==> src/rtl/btn_pkg.sv <==
// Shared types and default timing for the push-button event generator.
// Defaults assume a 50 MHz clk.
package btn_pkg;

    typedef enum logic [1:0] {ARM, IDLE, PRESS, REPEAT} btn_state_t;

    localparam int BTN_CNT_W         = 24;
    localparam int BTN_LONG_CYCLES   = 12_500_000;
    localparam int BTN_REPEAT_CYCLES = 5_000_000;
    localparam int BTN_DBL_CYCLES    = 15_000_000;
    localparam bit BTN_ACTIVE_LOW    = 1'b1;

endpackage

==> src/rtl/button_event_gen.sv <==
// Turns a debounced button level into one-cycle press/release/long/repeat events.
// Define BTN_DBLCLICK_EN to add the dbl_pulse output and the double-click window.
//
// state  | meaning
// ARM    | after reset; wait for the button to read released before arming
// IDLE   | released, waiting for a press
// PRESS  | held, counting towards the long-press threshold
// REPEAT | held past long press, emitting auto-repeat pulses
module button_event_gen
    import btn_pkg::*;
#(
    parameter int CNT_W         = BTN_CNT_W,
    parameter int LONG_CYCLES   = BTN_LONG_CYCLES,
    parameter int REPEAT_CYCLES = BTN_REPEAT_CYCLES,
    parameter bit ACTIVE_LOW    = BTN_ACTIVE_LOW,
    parameter int DBL_CYCLES    = BTN_DBL_CYCLES
) (
    input  logic clk,
    input  logic rst_n,
    input  logic btn_db,
    output logic press_pulse,
    output logic release_pulse,
    output logic long_pulse,
    output logic repeat_pulse,
    output logic held
`ifdef BTN_DBLCLICK_EN
    ,
    output logic dbl_pulse
`endif
);

    localparam longint CNT_MAX = (longint'(1) << CNT_W) - 1;
    localparam logic [CNT_W-1:0] LONG_TC   = CNT_W'(LONG_CYCLES - 1);
    localparam logic [CNT_W-1:0] REPEAT_TC = CNT_W'(REPEAT_CYCLES - 1);
    localparam logic [CNT_W-1:0] CNT_ONE   = CNT_W'(1);

    if (LONG_CYCLES < 2 || longint'(LONG_CYCLES) > CNT_MAX) begin : g_bad_long
        $error("button_event_gen: LONG_CYCLES out of range");
    end
    if (REPEAT_CYCLES < 2 || longint'(REPEAT_CYCLES) > CNT_MAX) begin : g_bad_repeat
        $error("button_event_gen: REPEAT_CYCLES out of range");
    end
    if (DBL_CYCLES < 2 || longint'(DBL_CYCLES) > CNT_MAX) begin : g_bad_dbl
        $error("button_event_gen: DBL_CYCLES out of range");
    end

    logic             pressed;
    btn_state_t       state, state_nxt;
    logic [CNT_W-1:0] cnt, cnt_nxt;
    logic             press_nxt, release_nxt, long_nxt, repeat_nxt, held_nxt;

    assign pressed = btn_db ^ ACTIVE_LOW;

    always_comb begin
        state_nxt   = state;
        cnt_nxt     = cnt;
        press_nxt   = 1'b0;
        release_nxt = 1'b0;
        long_nxt    = 1'b0;
        repeat_nxt  = 1'b0;
        held_nxt    = 1'b0;
        case (state)
            ARM: begin
                if (!pressed) state_nxt = IDLE;
            end
            IDLE: begin
                if (pressed) begin
                    state_nxt = PRESS;
                    cnt_nxt   = '0;
                    press_nxt = 1'b1;
                    held_nxt  = 1'b1;
                end
            end
            PRESS: begin
                // release wins over a terminal count landing on the same edge
                if (!pressed) begin
                    state_nxt   = IDLE;
                    cnt_nxt     = '0;
                    release_nxt = 1'b1;
                end else if (cnt == LONG_TC) begin
                    state_nxt = REPEAT;
                    cnt_nxt   = '0;
                    long_nxt  = 1'b1;
                    held_nxt  = 1'b1;
                end else begin
                    cnt_nxt  = cnt + CNT_ONE;
                    held_nxt = 1'b1;
                end
            end
            REPEAT: begin
                if (!pressed) begin
                    state_nxt   = IDLE;
                    cnt_nxt     = '0;
                    release_nxt = 1'b1;
                end else if (cnt == REPEAT_TC) begin
                    cnt_nxt    = '0;
                    repeat_nxt = 1'b1;
                    held_nxt   = 1'b1;
                end else begin
                    cnt_nxt  = cnt + CNT_ONE;
                    held_nxt = 1'b1;
                end
            end
            default: state_nxt = ARM;
        endcase
    end

    always_ff @(posedge clk or negedge rst_n) begin
        if (!rst_n) begin
            state         <= ARM;
            cnt           <= '0;
            press_pulse   <= 1'b0;
            release_pulse <= 1'b0;
            long_pulse    <= 1'b0;
            repeat_pulse  <= 1'b0;
            held          <= 1'b0;
        end else begin
            state         <= state_nxt;
            cnt           <= cnt_nxt;
            press_pulse   <= press_nxt;
            release_pulse <= release_nxt;
            long_pulse    <= long_nxt;
            repeat_pulse  <= repeat_nxt;
            held          <= held_nxt;
        end
    end

`ifdef BTN_DBLCLICK_EN
    localparam logic [CNT_W-1:0] DBL_TC = CNT_W'(DBL_CYCLES - 1);

    // Down-counter: non-zero means the double-click window is open.
    logic [CNT_W-1:0] win_cnt, win_nxt;
    logic             dbl_nxt;

    always_comb begin
        win_nxt = win_cnt;
        dbl_nxt = 1'b0;
        if (win_cnt != '0) win_nxt = win_cnt - CNT_ONE;
        if (state == IDLE && pressed) begin
            dbl_nxt = (win_cnt != '0);
            win_nxt = '0;
        end else if (state == PRESS && !pressed) begin
            win_nxt = DBL_TC;
        end
    end

    always_ff @(posedge clk or negedge rst_n) begin
        if (!rst_n) begin
            win_cnt   <= '0;
            dbl_pulse <= 1'b0;
        end else begin
            win_cnt   <= win_nxt;
            dbl_pulse <= dbl_nxt;
        end
    end
`endif

endmodule

==> config.mk <==
export PLATFORM = sky130hd
export DESIGN_NAME = button_event_gen
export DESIGN_NICKNAME = d
export VERILOG_FILES = /design/src/rtl/btn_pkg.sv /design/src/rtl/button_event_gen.sv
export SDC_FILE = /design/constraint.sdc
export NUM_CORES = 1
export LEC_CHECK = 0
export ABC_AREA = 1
export CORE_UTILIZATION = 37
export DETAILED_ROUTE_END_ITERATION = 7
export HOLD_SLACK_MARGIN = 0.03
export RECOVER_POWER = 25
export SLEW_MARGIN = 15
export SYNTH_ARGS = -nofsm -noshare
export SYNTH_HDL_FRONTEND = slang
export SYNTH_SLANG_ARGS = --single-unit
==> constraint.sdc <==
create_clock -name clk -period 3.7 [get_ports clk]
set_input_delay 0.37 -clock clk [delete_from_list [all_inputs] [get_ports clk]]
set_output_delay 0.37 -clock clk [all_outputs]
set_load 0.02 [all_outputs]
==> results.toml, run 1 <==
[outcome]
status = "finished with violations"
violations = "max-capacitance violations, max-slew violations"

[clocking]
cts_htree_levels = 2
numCtsBuffers = 5
insertion_delay_ns = 0.28
tritoncts = "done"
clock-root-buffer = "clkbuf_8"
clock_sinks = 31
ctsResizeCount = 0
clock_path_buffers = 2
postCtsSetupBuffers = 0
path_clk_slew_ns = 0.06
ctsHoldBuffers = 0

[layout]
final_nets = 307
fill_cells = 553
diodes = 0
final_area_um2 = 2200
area.sequential_um2 = 776
drive_above_1_share = 0.0640
area_delta_synth_final_pct = 10.7
multi_input_area_um2 = 1020

[power_and_ir_drop]
ir_worst_vdd_mv = 0.190
p_per_area_nw_per_um2 = 466
p_total_w = 0.00102
p_switching_w = 0.000414
p_int_w = 0.000610
leakagePower_nw = 1.01
p_comb_frac = 0.380
clock_power_share = 0.241
pwr-share-seq = 0.379
sw_frac_of_total = 0.405

[synthesis]
avgSynthCellArea_um2 = 6.92
synth.distinct_cells = 27
synthesis.nets = 296
ys_ff_latch = 31
syn-instance-count = 287
synthFlopType = "dfrtp_1"
yosysWarnings = 0
yosysSeqAreaShare = 0.391
synth_top_cell_area_share = 0.391
synth_area_um2 = 1990
yosysTopAreaCell = "dfrtp_1"
synthTopCellsByArea = "dfrtp_1 (39%), nand2_1 (15%), inv_1 (7.8%)"
synth-edff-count = 0
synth-async-reset-ratio = 1.00

[placement]
dp_hpwl_um = 3290
placed_area_um2 = 2130
portBuffers = 7
gp_congestion = 0.895

[worst_hold_path]
hold_path.class = "reg2reg"

[timing]
rsz0062_at_grt = "false"
fmax_ghz = 0.482
finalCriticalPeriod_ns = 2.07
hold_violations = 0
fin_skew_ns = 0.00864
setup_tns_ns = 0
min_period_over_period = 0.560
setup_viol = 0
worst-slew-pin-transition_ns = 1.72
slew_headroom = -0.146
hold-worst-slack_ns = 0.532
drv_slew = 32

[global_route]
grt_first_pass_wirelength_um = 7690
grt_pass1_vias = 1635
grt_max_degree = 32
antenna_found_initial = 0
grt_usage = 0.183
grt.overflow.total = 0

[route]
routedWlPerCell_um = 12.1
drt_iter0_drc = 101
drt_pass1_iterations = 4
wl_um = 4440
num_vias = 1749
routed_via_density = 4.77
drc = 0
antenna_left = 0

[setup_path]
cpPeakStageDelay_ns = 1.23
worst_path_max_delay_cell = "clkbuf_1"
worst-setup-path-type = "in2async"
cp.required_ns = 3.77
critPathLaunchType = "input port"
cp_cell_sequence = "dlygate4sd3_1, clkbuf_1"
crit_fanout = 31
crit_family = "buffers and inverters"
arrival_ns = 2.14
end_kind = "asynchronous set/reset pin"
cp_num_buf_inv = 2

[floorplan]
pin_count = 8
start_util = 0.386
dieArea_um2 = 5660
die_h_um = 75.3
rows = 26
design.core.area_um2 = 5140
die_x_um = 75.3

[flow_run]
max_cap_viol_count = 1
[cells in the mapped netlist (all sizes together), types with 2 or more instances]
master / number
o21ai: 21
dfrtp: 31
a31oi: 4
nor2: 39
o21bai: 2
nand3: 25
inv: 41
nand2: 83
ha: 6
a21oi: 15
xnor2: 3
clkbuf: 2
xor2: 3
nor3: 5
buf: 3
[sequential cells by signal, indices dropped and copies added (netlist names)]
| signal | count |
|---|---|
| state | 2 |
| held | 1 |
| release_pulse | 1 |
| press_pulse | 1 |
| long_pulse | 1 |
| repeat_pulse | 1 |
| cnt | 24 |
[per-stage QoR]
stage                util  worst slack, ns  instances
finish              0.428             1.63        367
detailed placement  0.414             1.41        361
global route        0.428             1.21        367
CTS                 0.428             1.63        367
floorplan               -             2.14        287
global placement    0.414             1.49        361
[path summary, 6_finish.rpt]
check,endpoint,depth (start not counted),startpoint,slack (ns)
setup reg to reg,cnt[8]$_DFFE_PN0P_,8,state[1]$_DFFE_PN0P_,1.64
hold / removal,cnt[0]$_DFFE_PN0P_,1,cnt[0]$_DFFE_PN0P_,0.53
min in group asynchronous,cnt[20]$_DFFE_PN0P_,2,rst_n,1.07
hold reg to reg,cnt[0]$_DFFE_PN0P_,1,cnt[0]$_DFFE_PN0P_,0.53
setup / recovery,cnt[22]$_DFFE_PN0P_,2,rst_n,1.63
max in group clk,cnt[8]$_DFFE_PN0P_,8,state[1]$_DFFE_PN0P_,1.64
[kinds of logic after synthesis]
family | count (synthesis) | synth area share
DFF | 31 | 0.391
xor gates and xnor gates | 6 | 0.0265
AOI/OAI and AO/OA | 44 | 0.122
buffers and inverters | 47 | 0.0939
and+or+nand+nor | 153 | 0.330
adders and majority gates | 6 | 0.0378
[cell usage in the layout, fill, tap and decap left out, drive strengths merged]
| master | count |
|---|---|
| o21bai | 2 |
| ha | 6 |
| nor2 | 39 |
| a21oi | 15 |
| dlygate4sd3 | 1 |
| clkinv | 1 |
| nand3 | 25 |
| a31oi | 4 |
| nand4 | 1 |
| dfrtp | 31 |
| clkdlybuf4s50 | 6 |
| nor3 | 5 |
| a21o | 1 |
| buf | 1 |
| o22ai | 1 |
| xnor2 | 3 |
| inv | 41 |
| xor2 | 3 |
| o21ai | 21 |
| nand2 | 83 |
| clkbuf | 7 |
[layer usage]
metal	wire [um]	global-route usage	share of wire	vias up
met1	2270	0.258	0.51	792
met2	1960	0.279	0.44	29
li1	-	-	-	923
met5	0	0	0	-
met4	57	0.0576	0.013	0
met3	154	0.0442	0.035	5
[power groups by stage]
| stage | clock (W) | sequential, W | combinational, W |
|---|---|---|---|
| finish | 0.000246 | 0.000388 | 0.000389 |
| global route | 0.000266 | 0.000393 | 0.000449 |
| CTS | 0.000251 | 0.000388 | 0.000393 |
| detailed placement | 0 | 0.000395 | 0.000389 |
| global placement | 0 | 0.000393 | 0.000389 |
| floorplan | 0 | 0.000405 | 0.000270 |
[cell type report]
class / count / area share
inverters: 42 / 0.0717
repair buffers: 9 / 0.0370
clock buffers: 6 / 0.0330
flip-flops and latches: 31 / 0.353
multi-input cells: 209 / 0.466
well taps: 70 / 0.0398
Power figures use the tool's default switching activity.
==> inputs of run 2 (changes only) <==
Clock period 3.7 ns to 2.08 ns, I/O delays scaled along.
==> results.toml, run 2 (synthesized netlist as in run 1, its figures left out) <==
[outcome]
status = "complete, no violations"

[setup_path]
rr_worst_depth = 8
cp.depth = 8
cp_cell_sequence = "ha_1, nand2_2, nor2_2, nand3_2, o21ai_2, nand2_2, nand2_4, o21ai_0"
endpoint = "cnt[13]$_DFFE_PN0P_"
crit_top_cell = "nand2_2"
worst_path_max_delay_cell = "dfrtp_1"
cpPeakStageDelay_ns = 0.39
arrival_ns = 1.99
end_kind = "register"
r2r_start = "cnt[0]$_DFFE_PN0P_"
crit_fanout = 14
cp.required_ns = 2.24
critPathLaunchType = "register"
crit_family = "simple AND/OR/NAND/NOR gates"
critPathLaunch = "cnt[0]$_DFFE_PN0P_"
cp_num_buf_inv = 0
worst-setup-path-type = "reg2reg"
reg2reg_slack_ns = 0.25
reg2reg_to = "cnt[13]$_DFFE_PN0P_"

[global_route]
grt_pass1_vias = 1681
antenna_found_initial = 0
grt_usage = 0.190
grt_first_pass_wirelength_um = 7840
grt.overflow.total = 0
grt_max_degree = 32

[floorplan]
dieArea_um2 = 5660
design.core.area_um2 = 5140
pin_count = 8
rows = 26
die_h_um = 75.3
start_util = 0.386
die_x_um = 75.3

[clocking]
cts_htree_levels = 2
ctsHoldBuffers = 0
numCtsBuffers = 5
clock_sinks = 31
insertion_delay_ns = 0.29
ctsResizeCount = 0
tritoncts = "done"
postCtsSetupBuffers = 0
clock_path_buffers = 2
path_clk_slew_ns = 0.06
clock-root-buffer = "clkbuf_8"

[power_and_ir_drop]
p_total_w = 0.00200
leakagePower_nw = 1.06
ir_worst_vdd_mv = 0.323
p_per_area_nw_per_um2 = 884

[layout]
largest_reg_flops = 24
regMostFlops = "cnt"
final_nets = 311
fill_cells = 549
final_core_util = 0.440
drive_above_1_share = 0.0858
final_common_cell = "nand2_1"
reg.largest.list = "cnt: 24 flops, state: 2 flops"
final_area_um2 = 2260
diodes = 0
most-common-layout-cells = "nand2_1 (78), inv_1 (41), nor2_1 (34)"
area_delta_synth_final_pct = 13.9

[timing]
min_period_over_period = 0.880
setup_viol = 0
setup_tns_ns = 0
slew_headroom = 0.478
hold_violations = 0
worst-slew-pin-transition_ns = 0.784
fin_skew_ns = 0.00314
drv_slew = 0
fmax_ghz = 0.546
rsz0062_at_grt = "false"
finalCriticalPeriod_ns = 1.83

[route]
drt_pass1_iterations = 5
drc = 0
num_vias = 1793
routed_via_density = 4.81
drt_iter0_drc = 132
antenna_left = 0
routedWlPerCell_um = 12.3
wl_um = 4570

[placement]
dp_hpwl_um = 3480
portBuffers = 7
placed_area_um2 = 2160
gp_congestion = 0.864

[worst_hold_path]
hold_path.class = "reg2reg"

[flow_run]
max_cap_viol_count = 0
## run 2: changes by cell type in the layout (fill, tap and decap cells not counted)
cell,change
clkbuf_8,+2
clkbuf_1,-1
clkbuf_2,+1
nand2_2,-1
buf_4,+4
nand2_4,+1
## run 2: final cells by class
| class | count | area (um2) | share of cell area |
|---|---|---|---|
| Timing Repair Buffer | 13 | 113 | 0.0498 |
| Sequential cell | 31 | 776 | 0.343 |
| Clock buffer | 8 | 100 | 0.0442 |
| Inverter | 42 | 158 | 0.0697 |
| Tap cell | 70 | 87.6 | 0.0387 |
| Multi-Input combinational cell | 209 | 1030 | 0.455 |
## run 2: power breakdown
part / leakage, nW / switching [W] / internal, W
logic: 0.582 / 0.000512 / 0.000275
clock network: 0.0515 / 0.000220 / 0.000302
registers: 0.426 / 0.0000370 / 0.000653
total: 1.06 / 0.000769 / 0.00123
## run 2: per-layer routing
| layer | global-route usage | vias up | part of all wire | wire length, um |
|---|---|---|---|---|
| li1 | - | 935 | - | - |
| met1 | 0.251 | 807 | 0.47 | 2170 |
| met2 | 0.298 | 39 | 0.46 | 2100 |
| met3 | 0.0455 | 12 | 0.044 | 199 |
| met4 | 0.0802 | 0 | 0.023 | 106 |
| met5 | 0 | - | 0 | 0 |
## run 2: stage by stage
stage	setup slack, ns	instances	hold slack, ns
2_1_floorplan	0.518	287	-0.0876
3_3_place_gp	0.285	365	0.494
3_5_place_dp	0.206	365	0.513
4_1_cts	0.192	373	0.329
5_1_grt	0.0518	373	0.559
6_report	0.249	373	0.521
## run 2: worst min-delay path by stage
stage / start / end / slack, ns / cells past startpoint
2_1_floorplan: rst_n / cnt[0]$_DFFE_PN0P_ / -0.09 / 0
3_3_place_gp: cnt[1]$_DFFE_PN0P_ / cnt[1]$_DFFE_PN0P_ / 0.49 / 2
3_5_place_dp: cnt[1]$_DFFE_PN0P_ / cnt[1]$_DFFE_PN0P_ / 0.51 / 2
4_1_cts: rst_n / release_pulse$_DFF_PN0_ / 0.33 / 2
5_1_grt: cnt[1]$_DFFE_PN0P_ / cnt[1]$_DFFE_PN0P_ / 0.56 / 2
6_report: cnt[1]$_DFFE_PN0P_ / cnt[1]$_DFFE_PN0P_ / 0.52 / 2
## run 2: worst register-to-register path, stage by stage, from the launching register on
cell	delay [ns]
dfrtp_1	0.39
ha_1	0.21
nand2_2	0.10
nor2_2	0.20
nand3_2	0.12
o21ai_2	0.18
nand2_2	0.23
nand2_4	0.19
o21ai_0	0.10
==> inputs of run 3 (changes only) <==
Settings changed: CORE_MARGIN from default to 4.
==> results.toml, run 3 (synthesized netlist as in run 1, its figures left out) <==
[outcome]
status = "complete, no violations"

[global_route]
grt.overflow.total = 0
grt_max_degree = 32
grt_pass1_vias = 1735
grt_first_pass_wirelength_um = 8210
grt_usage = 0.161
antenna_found_initial = 0

[route]
antenna_left = 0
wl_um = 4620
drt_pass1_iterations = 4
routed_via_density = 4.87
routedWlPerCell_um = 12.4
num_vias = 1810
drc = 0
drt_iter0_drc = 121

[clocking]
numCtsBuffers = 5
ctsResizeCount = 0
cts_htree_levels = 2
clock-root-buffer = "clkbuf_8"
ctsHoldBuffers = 0
postCtsSetupBuffers = 0
path_clk_slew_ns = 0.07
clock_sinks = 31
tritoncts = "done"
insertion_delay_ns = 0.28
clock_path_buffers = 2

[layout]
most-common-layout-cells = "nand2_1 (78), inv_1 (41), nor2_1 (34)"
largest_reg_flops = 24
fill_cells = 559
reg.largest.list = "cnt: 24 flops, state: 2 flops"
final_common_cell = "nand2_1"
area_delta_synth_final_pct = 13.0
final_nets = 311
drive_above_1_share = 0.0861
regMostFlops = "cnt"
diodes = 0

[power_and_ir_drop]
sw_frac_of_total = 0.388
p_switching_w = 0.000753
pwr-share-seq = 0.357
ir_worst_vdd_mv = 0.488
leakagePower_nw = 1.04
clock_power_share = 0.246
p_comb_frac = 0.397
p_per_area_nw_per_um2 = 864
p_int_w = 0.00119

[placement]
portBuffers = 7
gp_congestion = 0.844
dp_hpwl_um = 3550
dpl_worst_slack_ns = 0.252

[floorplan]
start_util = 0.386
design.core.area_um2 = 5140
die_x_um = 81.3
rows = 26
dieArea_um2 = 6600
die_h_um = 81.3
pin_count = 8

[setup_path]
cp_cell_sequence = "ha_1, nand2_2, nor2_2, nand3_2, o21ai_2, nand2_2, nand2_2, o21ai_0"
crit_fanout = 14
crit_top_cell = "nand2_2"
worst-setup-path-type = "reg2reg"
cp_num_buf_inv = 0
worst_path_max_delay_cell = "dfrtp_1"
cpPeakStageDelay_ns = 0.38
arrival_ns = 2.00
crit_family = "simple AND/OR/NAND/NOR gates"
end_kind = "register"
critPathLaunchType = "register"
cp.required_ns = 2.23

[timing]
worst-slew-pin-transition_ns = 0.763
hold_violations = 0
setup_tns_ns = 0
fin_skew_ns = 0.00805
setup_viol = 0
slew_headroom = 0.491
finalCriticalPeriod_ns = 1.85
hold-worst-slack_ns = 0.528
rsz0062_at_grt = "false"
fmax_ghz = 0.542
min_period_over_period = 0.888
drv_slew = 0
worst_slack_ns = 0.234

[flow_run]
max_cap_viol_count = 0

[worst_hold_path]
hold_path.class = "in2async"
-- run 3: final timing paths --
check	from	endpoint	slack, ns	cells past startpoint
max	cnt[0]$_DFFE_PN0P_	cnt[2]$_DFFE_PN0P_	0.23	8
max in group asynchronous	rst_n	cnt[1]$_DFFE_PN0P_	1.06	2
min reg2reg	cnt[1]$_DFFE_PN0P_	cnt[1]$_DFFE_PN0P_	0.53	2
min in group clk	cnt[1]$_DFFE_PN0P_	cnt[1]$_DFFE_PN0P_	0.53	2
min	rst_n	cnt[19]$_DFFE_PN0P_	0.53	2
max reg2reg	cnt[0]$_DFFE_PN0P_	cnt[2]$_DFFE_PN0P_	0.23	8
-- run 3: per-layer routing --
metal | GRT usage | routed length [um] | share of wire | vias to the layer above
met4 | 0.0507 | 68 | 0.015 | 0
li1 | - | - | - | 937
met2 | 0.252 | 2100 | 0.45 | 36
met1 | 0.221 | 2200 | 0.48 | 827
met5 | 0 | 0 | 0 | -
met3 | 0.0366 | 251 | 0.054 | 10
-- run 3: through the flow --
stage / util / power [W] / cells / cell area [um2]
after global routing: 0.437 / 0.00211 / 372 / 2240
final: 0.437 / 0.00194 / 372 / 2240
after detailed placement: 0.420 / 0.00147 / 365 / 2160
after CTS: 0.437 / 0.00195 / 372 / 2250
after global placement: 0.420 / 0.00147 / 365 / 2160
after floorplan: - / 0.00120 / 287 / 1990
-- run 3: final cells by class --
class                           instances  area [um2]  share of cell area
Timing Repair Buffer                   13         113              0.0502
Tap cell                               70        87.6              0.0390
Clock inverter                          1        5.00             0.00223
Multi-Input combinational cell        209        1020               0.456
Clock buffer                            6        82.6              0.0368
Sequential cell                        31         776               0.346
Inverter                               42         158              0.0702
-- run 3: power by group through the flow --
stage               Clock, W  Sequential [W]  Combinational (W)
detailed placement         0        0.000703           0.000767
floorplan                  0        0.000720           0.000480
CTS                 0.000490        0.000693           0.000769
global placement           0        0.000701           0.000773
finish              0.000477        0.000692           0.000770
global route        0.000524        0.000698           0.000885
==> RTL edit: new RTL, flow settings as in run 3 <==
The package constant `BTN_CNT_W` goes from 24 to 48.
--- a/src/rtl/btn_pkg.sv
+++ b/src/rtl/btn_pkg.sv
@@ -4,7 +4,7 @@
 
     typedef enum logic [1:0] {ARM, IDLE, PRESS, REPEAT} btn_state_t;
 
-    localparam int BTN_CNT_W         = 24;
+    localparam int BTN_CNT_W         = 48;
     localparam int BTN_LONG_CYCLES   = 12_500_000;
     localparam int BTN_REPEAT_CYCLES = 5_000_000;
     localparam int BTN_DBL_CYCLES    = 15_000_000;
Behaviour: same outputs for any inputs over 10 cycles, from zero or initial values and one cycle with rst_n low; that may be too few to reach the edited logic, so the function may still have changed.
==> RTL edit against run 3 <==
- non-clock buffer count rose by 10
- first-iteration DRC count rose to 2.5 times the old value
- final area rose by 110%
- die area rose by 99%
- area after synthesis rose by 110%
- final cell count rose by 120%
- wire length rose to 2.5 times the old value
- total power rose by 68%
- critical path depth rose by 3
- sequential cell count rose by 24
- setup slack got worse by 0.053 ns
==> RTL edit: results <==
export IMPL_arrival_ns=2.10
export IMPL_status="complete, no violations"
export IMPL_swShare=0.418
export IMPL_multi_input_area_um2=2460
export IMPL_drt_initial_drc_count=304
export IMPL_routedWlPerCell_um=14.1
export IMPL_nFillCells=1160
export IMPL_grt_max_degree=47
export IMPL_min_path_type="reg -> reg"
export IMPL_reg2reg_slack_ns=0.18
export IMPL_reg2reg_to="cnt[41]$_DFFE_PN0P_"
export IMPL_synth_seq_area_share=0.327
export IMPL_layout_drive_gt1_share=0.0789
export IMPL_worstReg2RegStart="cnt[1]$_DFFE_PN0P_"
export IMPL_whs_ns=0.545
export IMPL_dr_pass1_iters=6
export IMPL_ir_drop_mv=0.655
export IMPL_hpwl_um=8680
export IMPL_clock_root_buffer="clkbuf_16"
export IMPL_synth_compound_area_frac=0.0146
export IMPL_leakagePower_nw=2.23
export IMPL_via_per_inst=4.98
export IMPL_p_comb_mw=1.21
export IMPL_synth_seq_cells=55
export IMPL_synth_xor_area_frac=0.0521
export IMPL_place_gp_congestion=0.934
export IMPL_max_stage_delay_ns=0.40
export IMPL_seq_share=0.296
export IMPL_dp_slack_ns=0.0758
export IMPL_largestRegisters="cnt x48, state x2"
export IMPL_synth_fa_ha_area_frac=0.0178
export IMPL_synthTopCellsByArea="dfrtp_1 (33%), nand2_1 (23%), nor2_1 (9.4%)"
export IMPL_fin_crit_sh=0.913
-- RTL edit: repair_timing --
item	in CTS	in global routing
endpoints found under the setup margin	0	46
resized for setup	0	4
hold endpoints to repair	15	0
hold buffers	1	0
-- RTL edit: layer usage --
layer | track usage | up-vias | share of wire
met5 | 0 | - | 0
li1 | - | 2091 | -
met3 | 0.0386 | 17 | 0.064
met1 | 0.258 | 1861 | 0.46
met4 | 0.0562 | 0 | 0.020
met2 | 0.304 | 131 | 0.45
-- RTL edit: stage by stage --
| stage | cell area (µm²) | total power, mW | instances | utilization |
|---|---|---|---|---|
| 2_1_floorplan | 4210 | 2.03 | 669 | - |
| 3_3_place_gp | 4490 | 2.34 | 815 | 0.409 |
| 3_5_place_dp | 4490 | 2.38 | 815 | 0.409 |
| 4_1_cts | 4640 | 3.29 | 824 | 0.423 |
| 5_1_grt | 4650 | 3.47 | 824 | 0.424 |
| 6_report | 4650 | 3.27 | 824 | 0.424 |
